$ cat src/rtl/mem_arbiter.sv
`default_nettype none
// ============================================================================
//  Module   : mem_arbiter
//  Purpose  : Two-port round-robin arbiter sharing one memory port between an
//             instruction-fetch requester and a load/store requester. A grant
//             ends when memory signals ready or when the wait counter runs out.
//             A timed-out grant still acks, but with zero data and err set.
//  Ports    : clk, rst (async, active-low)
//             if_req/if_addr   -> if_rdata/if_ack      fetch requester
//             ls_req/ls_we/ls_addr/ls_wdata -> ls_rdata/ls_ack  load/store
//             mem_req/mem_we/mem_addr/mem_wdata, mem_rdata/mem_ready  memory
//             err       : pulses with an ack whose access timed out
//             pc_stall  : if_req & ~if_ack (combinational)
//  Revision : 1.0  initial release
// ============================================================================
module mem_arbiter #(
    parameter int unsigned MAX_WAIT = 15
) (
    input  logic        clk,
    input  logic        rst,
    input  logic        if_req,
    input  logic [31:0] if_addr,
    output logic [31:0] if_rdata,
    output logic        if_ack,
    input  logic        ls_req,
    input  logic        ls_we,
    input  logic [31:0] ls_addr,
    input  logic [31:0] ls_wdata,
    output logic [31:0] ls_rdata,
    output logic        ls_ack,
    output logic        mem_req,
    output logic        mem_we,
    output logic [31:0] mem_addr,
    output logic [31:0] mem_wdata,
    input  logic [31:0] mem_rdata,
    input  logic        mem_ready,
    output logic        err,
    output logic        pc_stall
);

    typedef enum logic [1:0] {
        IDLE     = 2'd0,
        GRANT_IF = 2'd1,
        GRANT_LS = 2'd2
    } state_t;

    // The counter holds the number of already-elapsed unready grant cycles, so
    // the abort fires in the cycle where it would step up to MAX_WAIT.
    localparam logic [7:0] WAIT_LAST = 8'(MAX_WAIT - 1);

    state_t     state;
    state_t     state_nxt;
    logic       last_ls;        // 1: load/store port was granted most recently
    logic [7:0] wait_cnt;
    logic       if_elig;
    logic       ls_elig;
    logic       start_if;
    logic       start_ls;
    logic       finish;
    logic       timed_out;

    assign pc_stall = if_req & ~if_ack;

    always_comb begin
        // A port being acked this cycle still shows req high; it must not be
        // re-issued, so the ack masks its request.
        if_elig   = if_req & ~if_ack;
        ls_elig   = ls_req & ~ls_ack;
        start_if  = 1'b0;
        start_ls  = 1'b0;
        finish    = 1'b0;
        timed_out = 1'b0;
        state_nxt = state;
        case (state)
            IDLE: begin
                if (if_elig && (!ls_elig || last_ls)) begin
                    start_if  = 1'b1;
                    state_nxt = GRANT_IF;
                end else if (ls_elig) begin
                    start_ls  = 1'b1;
                    state_nxt = GRANT_LS;
                end
            end
            GRANT_IF, GRANT_LS: begin
                timed_out = !mem_ready && (wait_cnt == WAIT_LAST);
                finish    = mem_ready || timed_out;
                if (finish) begin
                    state_nxt = IDLE;
                end
            end
            default: state_nxt = IDLE;
        endcase
    end

    always_ff @(posedge clk or negedge rst) begin
        if (!rst) begin
            state <= IDLE;
        end else begin
            state <= state_nxt;
        end
    end

    always_ff @(posedge clk or negedge rst) begin
        if (!rst) begin
            last_ls   <= 1'b1;
            wait_cnt  <= 8'd0;
            mem_req   <= 1'b0;
            mem_we    <= 1'b0;
            mem_addr  <= 32'd0;
            mem_wdata <= 32'd0;
            if_rdata  <= 32'd0;
            ls_rdata  <= 32'd0;
            if_ack    <= 1'b0;
            ls_ack    <= 1'b0;
            err       <= 1'b0;
        end else begin
            if_ack <= 1'b0;
            ls_ack <= 1'b0;
            err    <= 1'b0;
            if (start_if) begin
                mem_req   <= 1'b1;
                mem_we    <= 1'b0;
                mem_addr  <= if_addr;
                mem_wdata <= 32'd0;
                wait_cnt  <= 8'd0;
            end else if (start_ls) begin
                mem_req   <= 1'b1;
                mem_we    <= ls_we;
                mem_addr  <= ls_addr;
                mem_wdata <= ls_wdata;
                wait_cnt  <= 8'd0;
            end else if (finish) begin
                mem_req <= 1'b0;
                err     <= timed_out;
                last_ls <= (state == GRANT_LS);
                if (state == GRANT_LS) begin
                    ls_ack   <= 1'b1;
                    ls_rdata <= mem_ready ? mem_rdata : 32'd0;
                end else begin
                    if_ack   <= 1'b1;
                    if_rdata <= mem_ready ? mem_rdata : 32'd0;
                end
            end else if (state != IDLE) begin
                wait_cnt <= wait_cnt + 8'd1;
            end
        end
    end

endmodule
`default_nettype wire

$ cat config.mk
export PLATFORM = sky130hd
export DESIGN_NAME = mem_arbiter
export DESIGN_NICKNAME = d
export VERILOG_FILES = /design/src/rtl/mem_arbiter.sv
export SDC_FILE = /design/constraint.sdc
export NUM_CORES = 1
export LEC_CHECK = 0
export CORE_AREA = 5 5 160 162
export DETAILED_ROUTE_END_ITERATION = 6
export DIE_AREA = 0 0 165 167
export DONT_BUFFER_PORTS = 1
export HOLD_SLACK_MARGIN = 0.15
export SLEW_MARGIN = 30
export SYNTH_ARGS = -nofsm -noshare
export SYNTH_HDL_FRONTEND = slang
export SYNTH_SLANG_ARGS = --single-unit
$ cat constraint.sdc
create_clock -name clk -period 2.11 [get_ports clk]
set_input_delay 0.1055 -clock clk [delete_from_list [all_inputs] [get_ports clk]]
set_output_delay 0.1055 -clock clk [all_outputs]
set_load 0.1 [all_outputs]
## Yosys cells after proc, flatten, opt, wreduce, memory -nomap -nowiden

Index checks and enable logic that the tools add are counted.

| cells by class | value |
|---|---|
| add/subtract/negate cells | 1 |
| equal/unequal tests | 6 |
| multiplexer cells | 36 |
| bitwise operators | 7 |
| reductions and logical operators | 17 |

Operator list:

| cell | number |
|---|---|
| 2-to-1 mux 32 bit | 5 |
| 2-to-1 mux 8 bit | 4 |
| 2-to-1 mux 1 bit | 23 |
| adder 8 x 1 -> 8 bit (second input constant) | 1 |
| equality test 8 x 4 -> 1 bit (second input constant) | 1 |
| AND reduction 4 bit | 2 |
| 2-to-1 mux 2 bit | 3 |
| inequality test 3 bit (second input constant) | 2 |
| nonzero test 3 bit | 2 |
| NOT 1 bit | 5 |
| case mux 2 bit (2 select lines) | 1 |
| AND reduction 2 bit | 2 |
| nonzero test 2 bit | 2 |
| AND reduction 3 bit | 1 |
| AND 1 bit | 2 |
| equality test 2 x 1 -> 1 bit (second input constant) | 1 |
| equality test 2 bit (second input constant) | 1 |
| logical AND 1 bit | 2 |
| logical NOT 1 bit | 2 |
| logical NOT 2 bit | 1 |
| logical OR 1 bit | 2 |
| inequality test 2 bit (second input constant) | 1 |
| OR reduction 2 bit | 1 |

| word-level totals | value |
|---|---|
| flip-flop bits (word level) | 144 |
| bits of input ports | 134 |
| output and inout port bits | 134 |
| logic and storage cells | 79 |

## Logic depth before layout (Yosys ltp)

Gate-level depths: netlist of run 1.

| depth | value |
|---|---|
| depth after elaboration | 9 |
| gate-level depth with buffers | 9 |
| mapped depth without buffers | 6 |

## Least setup slack after synthesis of run 1

No wires, ideal clock.

| path | value |
|---|---|
| kind | flip-flop to flip-flop |
| from | reg if_ack |
| to | reg if_rdata[0] |
| setup time | 0.126 ns |
| data arrival time | 2.413 ns |
| required time | 1.984 ns |
| slack | -0.429 ns |
| stages on the path, launching flop included | 7 |
| path buffers | 2 |
| period minus slack after synthesis | 2.539 ns |
| cell sequence | dfrtp_1 nor2b_1 buf_6 o211a_4 nor4_4 buf_6 mux2_4 |

| on the way | value |
|---|---|
| word-level cells in the longest chain between the ends | 7 |
| elaborated cells between the ends (all ways) | 10 |
| those cells by class | 4 x mux; 4 x bitwise; 2 x reduce/logical |

Ends and longest elaborated chain:

| element | RTL line | source |
|---|---|---|
| start, declared | 24 | `output logic if_ack,` |
| start signal, assigned | 113 | `if_ack <= 1'b0;` |
| start signal, assigned | 117 | `if_ack <= 1'b0;` |
| start signal, assigned | 140 | `if_ack <= 1'b1;` |
| NOT 1 bit (*) | -- |  |
| AND 1 bit (*) | -- |  |
| net pc_stall | 38 | `output logic pc_stall` |
| logical AND 1 bit (*) | 76 | `if (if_elig && (!ls_elig \|\| last_ls)) begin` |
| 2-to-1 mux 1 bit | 76 |  |
| 2-to-1 mux 1 bit | 74 | `case (state)` |
| NOT 1 bit (no line) | -- |  |
| AND reduction 4 bit (no line) (*) | -- |  |
| end signal, assigned | 141 | `if_rdata <= mem_ready ? mem_rdata : 32'd0;` |
| end, declared | 23 | `output logic [31:0] if_rdata,` |

Mark *: on every way through the listed nets, which the timed path passes. The rest lies on a longest branch.
A chain may end at the register's enable or synchronous reset.

## Worst setup path in the final report of run 1

| path | value |
|---|---|
| from | reg state[0] |
| to | reg mem_addr[17] |

| on the way | value |
|---|---|
| word-level cells in the longest chain between the ends | 3 |
| elaborated cells between the ends (all ways) | 5 |
| those cells by class | 3 x mux; 2 x reduce/logical |

Ends and longest elaborated chain:

| element | RTL line | source |
|---|---|---|
| start, declared | 51 | `state_t state;` |
| start signal, assigned | 99 | `state <= state_nxt;` |
| logical NOT 2 bit (*) | 74 |  |
| 2-to-1 mux 1 bit | 74 |  |
| 2-to-1 mux 32 bit / nonzero test 2 bit (equally long branches) | -- |  |
| end signal, assigned | 123 | `mem_addr <= if_addr;` |
| end signal, assigned | 129 | `mem_addr <= ls_addr;` |
| end, declared | 33 | `output logic [31:0] mem_addr,` |

Mark *: on every way between the ends. The rest lies on a longest branch, timed or not.

==> run_results.csv, run 1 <==
group,metric,value,unit
floorplanning,die_w,165,um
layout,drive_gt1_share,35.6,%
routing,vias,4725,
layout,fillCellCount,2206,
logic_synthesis,syn-cell-area,6320,sq um
logic_synthesis,ys_seq_area_share,57.0,%
logic_synthesis,syn-instance-count,461,
routing,first_pass_iters,4,
logic_synthesis,ys.warnings.count,0,
cts,holdBufCountCts,131,
logic_synthesis,syn_avg_cell_area,13.7,sq um
global_route,grt_pass1_vias,5269,
sta,timing.final.crit_share,95.6,%
status,violations,"negative hold slack",
status,status,"finished, violations left",
logic_synthesis,netlist_top_cells_count,"dfrtp_1 (143), mux2_4 (57), nand2_1 (43)",
layout,syn2layout_area_growth,53.3,%
logic_synthesis,synth.area.top_cells,"dfrtp_1 (57%), mux2_4 (14%), mux2i_1 (6.0%), a22o_1 (4.8%), and2_1 (3.2%)",
setup_path,cp_data_required_time,2370,ps
routing,drtIter0Drc,201,
routing,drcViolationCount,0,
global_route,overflow,0,
routing,ant_nets,0,
logic_synthesis,synth_top_area_share,56.6,%
placed_design,port_buffers,0,
sta,worst_pin_slew,534,ps
floorplanning,ios,268,
global_route,grt.total_usage,12.9,%
setup_path,crit_start,"state[0]",
logic_synthesis,synth_seq_cells,144,
setup_path,crit_path_max_fanout,16,
floorplanning,die_h,167,um
layout,fin_nets,871,
routing,met1_length,7190,um
cts,path_clk_slew,70,ps
placed_design,postPlaceCellArea,7700,sq um
routing,wirelength,18900,um
floorplanning,start_util,26.4,%
logic_synthesis,synth-edff-count,0,
global_route,grt_max_degree,145,
logic_synthesis,async_reset_ff_share,100,%
placed_design,gp_congestion,0.772,
setup_path,cp.arrival,2280,ps
sta,grt_setup_unrepaired,"false",
logic_synthesis,ys.flop_type,"dfrtp_1",
cts,cts-root-buf,"clkbuf_16",
sta,slew_violations,0,
routing,wl_met2,9770,um
cts,clk_path_buf_depth,2,
logic_synthesis,synth.net_count,599,
sta,hold_viol,144,
setup_path,start_kind,"flip-flop",
sta,fin_tns_setup,0,ps
setup_path,endpoint_kind,"flip-flop",
routing,met3_length,1190,um
cts,cts_tree,"done",
cts,cts.sinks,144,
layout,design_area,9690,sq um
sta,fin_hold_ws,-607,ps
routing,via_per_inst,4.42,
setup_path,worst-setup-path-type,"flip-flop to flip-flop",
sta,slew_headroom,64.4,%
routing,wire_per_inst,17.6,um
placed_design,dp_hpwl,11600,um
setup_path,r2r_start,"state[0]",
sta,setup_viol,0,
logic_synthesis,synth.largest_area_cell,"dfrtp_1",
sta,fin_skew,11.1,ps
logic_synthesis,synth_most_common_cell,"dfrtp_1",
global_route,grt_pass1_wl,28000,um
floorplanning,row_count,57,
routing,top_layer_used,"met4",
sta,clock.fmax,496,MHz
global_route,antenna_found_initial,0,
floorplanning,core,24000,sq um
cts,cts_buffers,17,
floorplanning,die-area,27600,sq um
logic_synthesis,synth_cell_types,41,
run,max_cap_violations,0,
cts,cts.htree.levels,4,
sta,period_needed,2020,ps
min_path,hp-class,"input pin to async pin",
cts,clock_latency,410,ps
critical path: stages, from the launching register on:
cell	delay [ps]
dfrtp_1	380
inv_1	120
ha_4	170
inv_1	90
a211oi_4	330
buf_4	200
buf_6	240
mux2i_1	240
o21ai_0	100
what timing repair did:
action	in CTS	in global routing
buffers inserted	0	3
hold endpoints to repair	285	144
gates resized for setup	0	3
setup endpoints to repair	0	26
metrics by stage:
step	hold WS [ps]	instances	utilization, %	setup WS, ps
floorplan	-190	461	-	-142
global placement	-185	901	32.1	164
global route	-647	1069	40.4	35.2
detailed placement	-186	901	32.1	82.5
CTS	-644	1063	40.1	65.0
finish	-607	1070	40.4	92.2
per-layer routing:
layer  global-route usage (%)  vias up
met2                     22.2      192
met5                        0        -
met3                     3.81       44
met4                     6.62        0
met1                     14.3     2326
li1                         -     2163
cells in the final DEF (no fill, tap or decap), types with 2 or more instances in the layout:
master and instances:
buf_4 145, dfrtp_1 141, dlygate4sd3_1 130, mux2_4 57
nand2_1 43, mux2i_1 38, a22o_1 35, and2_1 32
o21ai_0 27, clkbuf_16 18, mux2_2 8, o21ai_1 6
inv_1 5, nor2_1 4, buf_12 4, ha_1 3
clkinv_2 3, inv_6 3, clkinvlp_4 3, buf_6 3
o21ai_4 2, o211ai_1 2, o31ai_1 2, nor4b_1 2
clkbuf_8 2, bufinv_16 2
flip-flops by register name (all words and copies together), names as in the netlist:
name,count
if_rdata,32
ls_rdata,32
mem_addr,32
mem_wdata,32
wait_cnt,8
state,2
err,1
if_ack,1
last_ls,1
ls_ack,1
mem_req,1
mem_we,1
worst paths after layout:
| kind | depth (start not counted) | slack (ps) | to |
|---|---|---|---|
| worst min register to register | 1 | 500 | mem_wdata[27] |
| worst max-delay path | 8 | 90 | mem_addr[17] |
| worst min-delay path | 0 | -610 | if_rdata[19] |
| worst max register to register | 8 | 90 | mem_addr[17] |
| min in group clk | 4 | 230 | if_ack |
| max in group asynchronous | 0 | 2470 | last_ls |
final cells by class:
type	count	area [sq um]	share of cell area [%]
flip-flops and latches	144	3610	37.3
multi-input cells	282	2540	26.2
repair buffers	283	2530	26.1
clock buffers	19	453	4.68
well taps	324	405	4.18
clock inverters	12	133	1.37
inverters	5	18.8	0.194
diodes	1	2.50	0.0258
logic make-up after synthesis:
kind of cell    synth area share, %
fa+ha+maj                     0.792
mux                            21.0
simple gates                   8.45
flops                          57.0
compound gates                 9.48
buf+inv                        3.27
Power of run 1 is left out: the tool's default activity adds up to more than one toggle a clock period on the data nets, which glitch-free logic cannot reach.
==> inputs of run 2 (changes only) <==
Settings changed: CORE_AREA 5 5 160 162 to 2 2 157 159, DIE_AREA 0 0 165 167 to 0 0 159 161.
==> run_results.csv, run 2 (synthesis gave the netlist of run 1 again) <==
group,metric,value,unit
global_route,antenna_found_initial,0,
layout,fillCellCount,2210,
cts,clock_latency,410,ps
cts,cts-root-buf,"clkbuf_16",
sta,slew_violations,0,
cts,clk_path_buf_depth,2,
layout,fin_nets,867,
layout,layout_common_cells,"dfrtp_1 (141), buf_4 (140), dlygate4sd3_1 (130), mux2_4 (57), nand2_1 (43)",
layout,diodes,0,
floorplanning,ios,268,
floorplanning,die_h,161,um
floorplanning,row_count,57,
global_route,grt.total_usage,13.9,%
sta,slew_headroom,63.6,%
routing,via_per_inst,4.50,
setup_path,path_buf_inv,5,
placed_design,gp_congestion,0.793,
global_route,busiest_layer,"met2",
cts,cts.htree.levels,4,
routing,vias,4790,
status,status,"finished, violations left",
sta,hold_viol,144,
setup_path,cp.arrival,2370,ps
setup_path,endpoint_kind,"flip-flop",
global_route,overflow,0,
min_path,hp-class,"input pin to async pin",
floorplanning,die_w,159,um
sta,period_needed,2080,ps
routing,drcViolationCount,0,
cts,cts_buffers,17,
floorplanning,start_util,26.4,%
floorplanning,die-area,25600,sq um
routing,wirelength,18400,um
setup_path,slowest_delay,370,ps
placed_design,port_buffers,0,
global_route,use_met1,15.2,%
setup_path,critPathTopFamily,"buffers and inverters",
layout,drive_gt1_share,35.1,%
cts,cts.sinks,144,
sta,fin_hold_ws,-611,ps
sta,timing.final.crit_share,98.4,%
routing,wire_per_inst,17.3,um
cts,cts_tree,"done",
sta,worst_pin_slew,547,ps
setup_path,worst-setup-path-type,"flip-flop to flip-flop",
global_route,grt_use_met3,4.60,%
routing,drtIter0Drc,211,
setup_path,crit_path_max_fanout,17,
routing,first_pass_iters,4,
global_route,grt_max_degree,145,
global_route,grt_pass1_vias,5457,
cts,holdBufCountCts,131,
setup_path,slowest_stage,"dfrtp_1",
layout,syn2layout_area_growth,53.9,%
setup_path,start_kind,"flip-flop",
floorplanning,core,24000,sq um
global_route,grt_pass1_wl,28400,um
routing,ant_nets,0,
setup_path,crit_chain,"inv_1 -> ha_4 -> inv_4 -> a211oi_4 -> buf_6 -> nor4_4 -> buf_4 -> clkbuf_16 -> mux2_4",
layout,final_common_cell,"dfrtp_1",
cts,path_clk_slew,60,ps
sta,fin_skew,12.0,ps
placed_design,dp_hpwl,10600,um
layout,utilization,40.6,%
setup_path,cp_data_required_time,2400,ps
status,violations,"negative hold slack",
sta,clock.fmax,482,MHz
global_route,grtUsageMet2,24.5,%
run,max_cap_violations,0,
sta,setup_viol,0,
run 2: cell types whose count changed in the layout (fill, tap and decap cells not counted), moves of 2 or more:
| cell | previous run | this run |
|---|---|---|
| buf_4 | 145 | 140 |
| bufinv_16 | 2 | 4 |
| clkbuf_1 | 0 | 2 |
| clkbuf_16 | 18 | 20 |
| clkinvlp_4 | 3 | 1 |
| inv_6 | 3 | 1 |
run 2: area by class of cell:
type | instances | area (sq um) | share of cell area [%]
well taps | 324 | 405 | 4.17
clock buffers | 22 | 474 | 4.87
multi-input cells | 282 | 2540 | 26.1
clock inverters | 9 | 155 | 1.59
repair buffers | 279 | 2520 | 26.0
flip-flops and latches | 144 | 3610 | 37.1
inverters | 5 | 21.3 | 0.219
run 2: worst paths after layout:
| check | start | slack (ps) | cells past startpoint | end |
|---|---|---|---|---|
| worst max register to register | state[0] | 30 | 9 | if_rdata[0] |
| worst min register to register | mem_wdata[20] | 500 | 1 | mem_wdata[20] |
| min in group clk | ls_req | 340 | 5 | mem_addr[4] |
| worst min-delay path | rst | -610 | 0 | ls_rdata[22] |
| worst max-delay path | state[0] | 30 | 9 | if_rdata[0] |
| max in group asynchronous | rst | 2500 | 0 | last_ls |
run 2: what timing repair did:
item | 4_1_cts | 5_1_grt
resized for setup | 0 | 9
hold endpoints to repair | 285 | 144
setup endpoints to repair | 0 | 39
setup buffers | 0 | 3
run 2: per-layer routing:
metal,up-vias,routed length (um)
met2,207,9370
met4,0,675
met5,-,0
li1,2165,-
met1,2368,7150
met3,50,1230
run 2: worst reg2reg max path, cell delays in order (launching register included):
cell,delay [ps]
dfrtp_1,370
inv_1,120
ha_4,210
inv_4,50
a211oi_4,300
buf_6,170
nor4_4,40
buf_4,160
clkbuf_16,200
mux2_4,330
run 2: metrics by stage:
step	cells	setup TNS [ps]	setup WS, ps	area, sq um
6_report	1065	0	33.5	9730
5_1_grt	1065	-353	-26.1	9730
4_1_cts	1059	0	17.5	9610
3_5_place_dp	897	0	37.5	7660
3_3_place_gp	897	0	155	7660
2_1_floorplan	461	-4430	-142	6330
Power of run 2 is left out for the same reason.
==> inputs of run 3 (changes only) <==
--- a/config.mk
+++ b/config.mk
@@ -7,5 +7,6 @@
 export LEC_CHECK = 0
-export CORE_AREA = 2 2 157 159
+export ABC_AREA = 1
+export CORE_AREA = 2 2 159 161
 export DETAILED_ROUTE_END_ITERATION = 6
-export DIE_AREA = 0 0 159 161
+export DIE_AREA = 0 0 161 163
 export DONT_BUFFER_PORTS = 1
==> constraint.sdc (replaced) <==
create_clock -name clk -period 2.11 [get_ports clk]
set_input_delay 0.211 -clock clk [delete_from_list [all_inputs] [get_ports clk]]
set_output_delay 0.211 -clock clk [all_outputs]
set_load 0.1 [all_outputs]
==> run_results.csv, run 3 <==
group,metric,value,unit
status,status,"finished, violations left",
status,violations,"negative hold slack",
global_route,grt_pass1_wl,33700,um
setup_path,crit_path_max_fanout,33,
cts,cts.sinks,144,
layout,layout_common_cells,"nand2_1 (365), buf_4 (146), dfrtp_1 (141), dlygate4sd3_1 (129), o21ai_0 (64)",
logic_synthesis,ys.flop_type,"dfrtp_1",
layout,regArea,3610,sq um
global_route,grt_max_degree,145,
sta,worst_pin_slew,559,ps
routing,vias,6138,
cts,cts_tree,"done",
floorplanning,die_h,163,um
cts,clock_latency,410,ps
sta,period_needed,1920,ps
placed_design,postPlaceCellArea,7910,sq um
sta,clock.fmax,522,MHz
cts,post-cts-setup-buffers,0,
layout,final_common_cell,"nand2_1",
cts,holdBufCountCts,130,
logic_synthesis,syn_avg_cell_area,8.32,sq um
routing,wire_per_inst,15.5,um
logic_synthesis,synth_most_common_cell,"nand2_1",
floorplanning,ios,268,
logic_synthesis,syn-cell-area,6560,sq um
sta,grt_setup_unrepaired,"false",
routing,wirelength,21500,um
setup_path,start_kind,"flip-flop",
sta,fin_skew,8.93,ps
logic_synthesis,ys_seq_area_share,54.9,%
sta,fin_hold_ws,-518,ps
logic_synthesis,netlist_top_cells_count,"nand2_1 (367), dfrtp_1 (143), o21ai_0 (64)",
setup_path,cp.arrival,2270,ps
layout,design_area,9840,sq um
floorplanning,core,24700,sq um
layout,drive_gt1_share,19.3,%
logic_synthesis,synth_seq_cells,144,
floorplanning,die-area,26200,sq um
setup_path,r2r_cells,9,
cts,cts_buffers,17,
setup_path,cp_data_required_time,2460,ps
placed_design,gp_congestion,0.768,
cts,cts.htree.levels,4,
setup_path,worst-setup-path-type,"flip-flop to flip-flop",
global_route,grt.total_usage,16.3,%
logic_synthesis,synth.net_count,927,
setup_path,endpoint_kind,"flip-flop",
global_route,overflow,0,
routing,first_pass_iters,4,
logic_synthesis,syn-instance-count,789,
layout,fillCellCount,2416,
layout,syn2layout_area_growth,49.9,%
sta,slew_violations,0,
routing,via_per_inst,4.42,
layout,stdcell_count,1388,
floorplanning,start_util,26.6,%
routing,drtIter0Drc,306,
min_path,hp-class,"input pin to async pin",
routing,ant_nets,0,
global_route,grt_pass1_vias,6418,
logic_synthesis,synth.largest_area_cell,"dfrtp_1",
sta,timing.final.crit_share,90.8,%
global_route,antenna_found_initial,0,
layout,diodes,0,
placed_design,place_inst,1225,
sta,setup_viol,0,
cts,path_clk_slew,70,ps
logic_synthesis,ys.warnings.count,0,
cts,clk_path_buf_depth,2,
cts,cts-root-buf,"clkbuf_16",
logic_synthesis,synth-edff-count,0,
floorplanning,row_count,58,
layout,multiInputGateArea,2520,sq um
floorplanning,die_w,161,um
logic_synthesis,synth.area.top_cells,"dfrtp_1 (55%), nand2_1 (21%), o21ai_0 (4.9%), o21a_1 (3.7%), inv_1 (3.1%)",
layout,fin_nets,1183,
sta,slew_headroom,62.7,%
placed_design,port_buffers,0,
logic_synthesis,async_reset_ff_share,100,%
logic_synthesis,synth_top_area_share,54.5,%
placed_design,dp_hpwl,12600,um
routing,drcViolationCount,0,
sta,fin_tns_setup,0,ps
sta,hold_viol,144,
run,max_cap_violations,0,
logic_synthesis,synth_cell_types,28,
==> run 3: changes by cell type in the layout (fill, tap and decap cells not counted), sizes merged, moves of 33 or more <==
cell | before | now
a22o | 35 | 0
and2 | 33 | 0
inv | 6 | 56
mux2 | 65 | 0
mux2i | 38 | 0
nand2 | 43 | 368
nand3 | 1 | 45
==> run 3: cell families (layout without fill, tap and decap cells) <==
kind of cell	Yosys count	count (layout)	synth area share (%)
adders and majority gates	4	4	0.763
buffers and inverters	101	369	7.13
xor gates and xnor gates	2	2	0.267
DFF	144	144	54.9
and+or+nand+nor	439	440	27.8
AOI/OAI and AO/OA	99	99	9.15
==> run 3: per-stage QoR <==
step	setup WS, ps	util [%]
2_1_floorplan	-38.6	-
3_3_place_gp	112	32.0
3_5_place_dp	37.0	32.0
4_1_cts	21.2	39.8
5_1_grt	35.5	39.9
6_report	195	39.9
==> run 3: cell type report <==
| type | count | area share (%) |
|---|---|---|
| timing repair buffer | 280 | 25.2 |
| multi-input combinational | 545 | 25.6 |
| sequential | 144 | 36.7 |
| inverter | 57 | 2.17 |
| clock inverter | 13 | 1.65 |
| clock buffer | 19 | 4.50 |
| tap | 330 | 4.20 |
==> run 3: per-layer routing <==
layer  share of wire [%]  GRT usage, %  wire length [um]
met1                  40          18.4              8630
met2                  51          28.6             10900
met3                 6.2          4.71              1340
met4                 2.9          7.39               624
met5                   0             0                 0
==> run 3: worst paths after layout <==
check                             start      endpoint  slack (ps)
hold / removal                      rst  mem_wdata[2]        -520
min in group clk              mem_ready  if_rdata[27]         210
setup reg to reg            wait_cnt[0]   ls_rdata[8]         190
setup / recovery            wait_cnt[0]   ls_rdata[8]         190
hold reg to reg            mem_wdata[6]  mem_wdata[6]         470
max in group asynchronous           rst        if_ack        2120
==> run 3: what timing repair did <==
item | CTS | global route
gates resized for setup | 0 | 3
setup endpoints to repair | 0 | 57
endpoints found under the hold margin | 276 | 144
==> run 3: worst max-delay path, stage by stage, from the launching register on <==
cell      delay (ps)
dfrtp_1          420
inv_1             90
ha_1             190
nand3_2          100
o21bai_4         180
buf_4            150
nand3_4           90
nor2_8           410
nand2_1          130
nand2_1           90
Power of run 3 is left out for the same reason.
